[config.mk]
export PLATFORM = sky130hd
export DESIGN_NAME = psum_xchg_hub
export DESIGN_NICKNAME = d
export VERILOG_FILES = /design/src/rtl/psum_xchg_hub.sv
export SDC_FILE = /design/constraint.sdc
export NUM_CORES = 1
export LEC_CHECK = 0
export CAP_MARGIN = 10
export CORE_UTILIZATION = 47
export CTS_CLUSTER_SIZE = 14
export DETAILED_ROUTE_END_ITERATION = 8
export PLACE_DENSITY = 0.75
export SLEW_MARGIN = 20
export SYNTH_ARGS = -nofsm -noshare
export SYNTH_HDL_FRONTEND = slang
export SYNTH_SLANG_ARGS = --single-unit
[constraint.sdc]
create_clock -name clk -period 4.7 [get_ports clk]
set_input_delay 0.47 -clock clk [delete_from_list [all_inputs] [get_ports clk]]
set_output_delay 0.47 -clock clk [all_outputs]
set_load 0.1 [all_outputs]
[src/rtl/psum_xchg_hub.sv]
// ============================================================================
// Module   : psum_xchg_hub
// Purpose  : N-channel partial-sum exchange hub with one FWFT FIFO per core.
//            EXCHANGE mode rotates FIFO heads to the neighbouring core.
//            REDUCE mode adds one head from every channel and broadcasts the
//            total to all cores.
// Options  : `define SUM_SAT_EN -> an overflowing reduce result saturates to
//            all ones. When undefined, the result wraps to the low SW bits.
// Revision : 1.0  initial release
// ============================================================================
`default_nettype none

module psum_xchg_hub #(
  parameter int NCH   = 2,
  parameter int SW    = 16,
  parameter int DEPTH = 16
) (
  input  logic              clk,
  input  logic              reset,
  input  logic              mode,
  input  logic [NCH-1:0]    wr,
  input  logic [NCH*SW-1:0] sum_in,
  input  logic [NCH-1:0]    rd,
  output logic [NCH*SW-1:0] sum_out,
  output logic [NCH-1:0]    sum_valid,
  output logic [NCH-1:0]    full,
  output logic [NCH-1:0]    empty,
  output logic              err,
  output logic              ovf
);

  localparam int AW   = $clog2(DEPTH);
  localparam int CW   = AW + 1;
  localparam int SUMW = SW + $clog2(NCH);

  typedef enum logic [1:0] {
    ST_XCHG  = 2'd0,
    ST_RED   = 2'd1,
    ST_DRAIN = 2'd2
  } state_t;

  state_t          r_state;
  logic [SW-1:0]   r_red_q;
  logic            r_red_valid;
  logic            r_err;
  logic            r_ovf;

  logic [SW-1:0]   w_head [NCH];
  logic [NCH-1:0]  w_pop;
  logic            w_consume;
  logic            w_load;
  logic            w_ovf;
  logic            w_drop;
  logic [SUMW-1:0] w_sum;
  logic [SW-1:0]   w_red_res;

  assign err = r_err;
  assign ovf = r_ovf;

  // A reduce result is consumed only when every core accepts it together.
  assign w_consume = r_red_valid & (&rd);
  assign w_load    = (r_state == ST_RED) & ~(|empty) & (~r_red_valid | w_consume);
  assign w_drop    = |(wr & full & ~w_pop);

  // Unsigned sum of all heads, carried at full width to detect overflow.
  always_comb begin
    w_sum = '0;
    for (int j = 0; j < NCH; j++) begin
      w_sum = w_sum + SUMW'(w_head[j]);
    end
  end

  assign w_ovf = |w_sum[SUMW-1:SW];

`ifdef SUM_SAT_EN
  assign w_red_res = w_ovf ? {SW{1'b1}} : w_sum[SW-1:0];
`else
  assign w_red_res = w_sum[SW-1:0];
`endif

  generate
    for (genvar g = 0; g < NCH; g++) begin : g_ch
      localparam int SRC  = (g + 1) % NCH;
      localparam int PREV = (g + NCH - 1) % NCH;

      logic [SW-1:0] r_mem [DEPTH];
      logic [AW-1:0] r_wptr;
      logic [AW-1:0] r_rptr;
      logic [CW-1:0] r_cnt;
      logic          r_full_q;
      logic          r_empty_q;
      logic          w_push;
      logic [CW-1:0] w_cnt_nxt;

      assign w_head[g] = r_mem[r_rptr];
      assign full[g]   = r_full_q;
      assign empty[g]  = r_empty_q;

      // FIFO g feeds output PREV in exchange mode; all FIFOs pop together on a reduce load.
      assign w_pop[g]  = (r_state == ST_XCHG) ? (rd[PREV] & ~r_empty_q) : w_load;
      assign w_push    = wr[g] & (~r_full_q | w_pop[g]);

      assign sum_valid[g]        = (r_state == ST_XCHG) ? ~empty[SRC] : r_red_valid;
      assign sum_out[g*SW +: SW] = (r_state == ST_XCHG) ? w_head[SRC] : r_red_q;

      // Occupancy after this cycle's push/pop.
      always_comb begin
        w_cnt_nxt = r_cnt;
        if (w_push && !w_pop[g]) begin
          w_cnt_nxt = r_cnt + CW'(1);
        end else if (!w_push && w_pop[g]) begin
          w_cnt_nxt = r_cnt - CW'(1);
        end
      end

      // Storage array; contents are discarded on reset by clearing the pointers.
      always_ff @(posedge clk) begin
        if (w_push) begin
          r_mem[r_wptr] <= sum_in[g*SW +: SW];
        end
      end

      // Pointers, occupancy and registered full/empty flags.
      always_ff @(posedge clk or posedge reset) begin
        if (reset) begin
          r_wptr    <= '0;
          r_rptr    <= '0;
          r_cnt     <= '0;
          r_full_q  <= 1'b0;
          r_empty_q <= 1'b1;
        end else begin
          if (w_push)   r_wptr <= r_wptr + AW'(1);
          if (w_pop[g]) r_rptr <= r_rptr + AW'(1);
          r_cnt     <= w_cnt_nxt;
          r_full_q  <= (w_cnt_nxt == CW'(DEPTH));
          r_empty_q <= (w_cnt_nxt == '0);
        end
      end
    end
  endgenerate

  // Mode FSM, reduce output register and sticky error flags.
  always_ff @(posedge clk or posedge reset) begin
    if (reset) begin
      r_state     <= ST_XCHG;
      r_red_q     <= '0;
      r_red_valid <= 1'b0;
      r_err       <= 1'b0;
      r_ovf       <= 1'b0;
    end else begin
      if (w_load) begin
        r_red_q     <= w_red_res;
        r_red_valid <= 1'b1;
        if (w_ovf) begin
          r_ovf <= 1'b1;
          r_err <= 1'b1;
        end
      end else if (w_consume) begin
        r_red_valid <= 1'b0;
      end

      if (w_drop) begin
        r_err <= 1'b1;
      end

      case (r_state)
        ST_XCHG: begin
          if (mode) r_state <= ST_RED;
        end
        ST_RED: begin
          // A load on the leaving cycle also needs draining, or its result would be stranded.
          if (!mode) r_state <= (r_red_valid || w_load) ? ST_DRAIN : ST_XCHG;
        end
        ST_DRAIN: begin
          if (!r_red_valid) r_state <= ST_XCHG;
        end
        default: r_state <= ST_XCHG;
      endcase
    end
  end

endmodule

`default_nettype wire

## Word level (Yosys, flattened, before mapping)

Memory sizes are Yosys's and may differ from the RTL's.
Cells that the tools add are included.

- Bits in registers: 51
- Memories kept: 2
- Input port bits: 39
- Bits in writable memories: 512

- Mux-type cells: 24
- Equality and inequality tests: 7
- $add $sub $neg: 9
- Bitwise operators: 19
- Reductions and logical operators: 21

Memories:

| name | depth | bits a word | read ports | clocked after Yosys merged registers in | wr ports | RTL line | source |
|---|---|---|---|---|---|---|---|
| g_ch[0].r_mem | 16 | 16 | 1 | 0 | 1 | 86 | `logic [SW-1:0] r_mem [DEPTH];` |
| g_ch[1].r_mem | 16 | 16 | 1 | 0 | 1 | 86 |  |

Operator list:

| operator | count |
|---|---|
| 2-to-1 mux 16 bit | 2 |
| 2-to-1 mux 5 bit | 4 |
| adder 16 x 16 -> 17 bit | 1 |
| adder 4 x 1 -> 4 bit, second input constant | 4 |
| 2-to-1 mux 1 bit | 13 |
| adder 5 x 1 -> 5 bit, second input constant | 2 |
| equality test 5 bit, second input constant | 2 |
| zero test 5 bit | 2 |
| subtractor 5 x 1 -> 5 bit, second input constant | 2 |
| 2-to-1 mux 2 bit | 4 |
| AND 1 bit | 7 |
| != test 2 bit, second input constant | 3 |
| NOT 1 bit | 6 |
| case mux 2 bit (3 select lines) | 1 |
| AND reduction 2 bit | 3 |
| nonzero test 2 bit | 3 |
| AND 2 bit | 2 |
| logical AND 1 bit | 4 |
| zero test 1 bit | 4 |
| OR reduction 2 bit | 2 |
| OR 1 bit | 3 |
| AND reduction 3 bit | 1 |
| equality test 2 x 1 -> 1 bit, second input constant | 1 |
| equality test 2 bit, second input constant | 1 |
| other kinds (3) | 3 |

## Logic depth before layout (Yosys ltp)

- Word-level depth: 12
- Depth in mapped cells: 12
- Gate-level depth less buffers: 10

## Worst setup path after synthesis

Ideal clock, no wire load.

- Path kind: reg2reg
- Start: register g_ch[0].r_rptr[0]
- End: register r_ovf, in the netlist ovf
- Data arrival time: 3934 ps
- Cell stages (with the launch flop): 13
- Period minus slack after synthesis: 4059 ps
- Path slack: 641 ps
- Path buffers: 2
- Cells stage by stage: dfrtp_1 > buf_2 > buf_2 > mux4_2 > mux4_2 > ha_1 > fa_1 > a21oi_1 > nor2_1 > or4_1 > a31oi_1 > o22ai_1 > a211o_1

- Longest elaborated chain between the ends: 3

Ends and longest elaborated chain:

| element | RTL line | source |
|---|---|---|
| from (decl) | 88 | `logic [AW-1:0] r_rptr;` |
| from (signal assigned) | 133 | `if (w_pop[g]) r_rptr <= r_rptr + AW'(1);` |
| memory read (16 x 16 bit) | - |  |
| adder 16 x 16 -> 17 bit | 69 | `w_sum = w_sum + SUMW'(w_head[j]);` |
| AND reduction 2 bit (no line) | - |  |
| to (signal assigned) | 149 | `r_ovf <= 1'b0;` |
| to (signal assigned) | 155 | `r_ovf <= 1'b1;` |
| to (decl) | 46 | `logic r_ovf;` |

No other way between the ends.
A chain may end at the register's enable or synchronous reset.

## Worst setup path in the final report

- Start: register g_ch[0].r_rptr[0]
- End: output sum_out[29]

- Longest elaborated chain between the ends: 2

Ends and longest elaborated chain:

| element | RTL line | source |
|---|---|---|
| memory read (16 x 16 bit) | - |  |
| 2-to-1 mux 16 bit | 104 | `assign sum_out[g*SW +: SW] = (r_state == ST_XCHG) ? w_head[SRC] : r_red_q;` |
| to (decl) | 24 | `output logic [NCH*SW-1:0] sum_out,` |

No other way between the ends.

==> flow_summary.toml <==
[cells_and_area]
syn2layout_area_growth_pct = 15.2
layout_common_cells = "512 x edfxtp_1, 160 x mux4_2, 137 x nand2_1, 82 x buf_4, 55 x clkbuf_16"
post-route-util = 0.547
num_antenna_cells = 0
fin_cells = 2054
drive_gt1_frac = 0.265
final_cell_area_um2 = 26700
final_net_count = 1416
layout_commonest_cell = "edfxtp_1"

[clock_tree]
postCtsHoldBufs = 0
cts_resized = 0
clock_latency_ns = 0.61
cts_tree = "yes"
cts_sinks = 563
htree_levels = 2
post_cts_buffers = 0
clk_pin_slew_worst_paths_ns = 0.06
clk_path_buf_depth = 3
cts_buffers = 54
clockRootBuffer = "clkbuf_16"

[timing]
fmax_ghz = 0.221
fin_crit_sh = 0.964
relSlewSlack = 0.304
maxSlewViolCount = 0
finalSetupTns_ns = 0
final-hold-violation-count = 0
skew_ns = 0.0318
fin_crit_ns = 4.53
setup_viol = 0
tightest_slew_ns = 1.04
rsz0062_at_grt = "false"

[synthesis]
synth_edf_count = 512
ys.flop_type = "edfxtp_1"
syn_inst = 1212
ys_types = 76
syn_area_um2 = 23200
ys.warnings.count = 0
synthArstFlopShare = 0.0906
syn_avg_cell_area_um2 = 19.1
yosysTopAreaCellShare = 0.663
synth_seq_area_share = 0.718
ys_seq_elements = 563
synth.area.top_cells = "edfxtp_1 66%, mux4_2 16%, dfrtp_1 5.3%, nand2_1 2.2%, ha_1 1.6%"
yosys.area.top_type = "edfxtp_1"
synth_nets = 1282

[die]
die_h_um = 224
die_area_um2 = 50200
core_area_um2 = 48800
io-pin-count = 79
num_rows = 81
initial_core_util = 0.475
die_w_um = 224

[detailed_routing]
drt-initial-drc-count = 1280
routed_wl_um = 52400
vias_per_cell = 5.87
first_pass_iters = 5
ant_nets = 0
drc = 0
wl_per_cell_um = 25.5
num_vias = 12062

[placement]
dp.cells = 1954
place_congestion = 0.866
dp_hpwl_um = 31400
post_dp_cell_area_um2 = 25000
port_buffers = 78

[min_path]
hold_path_class = "primary input to async pin"

[grt]
antenna_found_initial = 0
grt_pass1_wl_um = 77400
grt_util_all_layers = 0.213
overflow = 0
grt_pass1_vias = 11983
grt_max_degree = 46

[worst_setup_path]
endpoint_kind = "primary output"
criticalPathCategory = "flip-flop to primary output"
cp_max_fo = 31
cp_data_arrival_time_ns = 4.06
start_kind = "flip-flop"
worstPathRequired_ns = 4.23

[flow_run]
maxCapViolCount = 0

[status]
status = "finished clean"
cell usage after synthesis, types with 3 or more instances:
library cell,number
xnor2_1,21
nor3_1,13
buf_1,8
nor4b_2,3
mux4_2,160
a31oi_1,4
buf_6,5
inv_1,18
nor2_1,40
a21o_1,5
nand3b_1,3
o21a_1,3
clkbuf_1,27
nand4_1,7
a211oi_1,5
dfrtp_1,49
a211o_1,3
xor2_1,5
nand2_1,137
a21oi_1,20
edfxtp_1,512
nor2b_1,3
a21oi_2,3
buf_2,14
o31ai_1,3
and2_1,17
nand3_1,11
nand2b_1,5
o21ai_0,18
buf_4,4
ha_1,30
and3_1,4
critical path, cell delays in order, from the launching register on:
cell and delay, ns:
dfrtp_4 0.54, buf_4 0.54, mux4_2 0.60, mux4_2 0.56
nand2_1 0.10, nand2_1 0.11, clkdlybuf4s50_1 0.99
final cells by class:
class	count	area (um2)
clock buffers	74	1490
inverters	19	71.3
fillers	3687	22100
flip-flops and latches	563	16700
repair buffers	136	1180
multi-input cells	572	6230
well taps	664	831
clock inverters	26	263
metal layers:
metal | vias up | wire length (um) | GRT usage
li1 | 5144 | - | -
met1 | 6264 | 21600 | 0.301
met2 | 577 | 24800 | 0.332
met3 | 77 | 4760 | 0.0472
met4 | 0 | 1310 | 0.0641
met5 | - | 0 | 0
through the flow:
| step | worst slack [ns] | hold WS [ns] |
|---|---|---|
| final | 0.168 | 0.240 |
| after global routing | 0.0156 | 0.283 |
| after CTS | 0.0917 | 0.237 |
| after detailed placement | 0.511 | 0.463 |
| after global placement | 0.573 | 0.456 |
| after floorplan | 0.641 | 0.439 |
path summary, 6_finish.rpt:
kind | end | cells after the start | startpoint | slack, ns
max in group asynchronous | g_ch[0].r_rptr[0] | 3 | reset | 3.56
min reg2reg | r_red_q[6] | 2 | r_red_q[6] | 0.48
min in group clk | r_red_q[6] | 2 | r_red_q[6] | 0.48
min | g_ch[1].r_rptr[1] | 2 | reset | 0.24
max reg2reg | err | 10 | g_ch[1].r_rptr[0] | 0.48
max | sum_out[29] | 6 | g_ch[0].r_rptr[0] | 0.17
cell families after synthesis:
family                   Yosys count  share of synthesized area
AO/OA/AOI/OAI                     98                     0.0311
XOR/XNOR                          27                     0.0105
flip-flops                       563                      0.718
adder cells (fa/ha/maj)           31                     0.0171
multiplexers                     162                      0.156
AND/OR/NAND/NOR                  254                     0.0513
buffers and inverters             77                     0.0155
state kept, by name, indices dropped and copies added, names as in the netlist:
signal	flops
r_red_q	16
g_ch.r_cnt	10
r_state	2
err	1
g_ch.r_full_q	2
g_ch.r_empty_q	2
g_ch.r_mem	512
r_red_valid	1
g_ch.r_wptr	8
g_ch.r_rptr	8
ovf	1
Power is not shown: default switching activity piles up to over one toggle a cycle in this logic, so the estimate is an artifact.
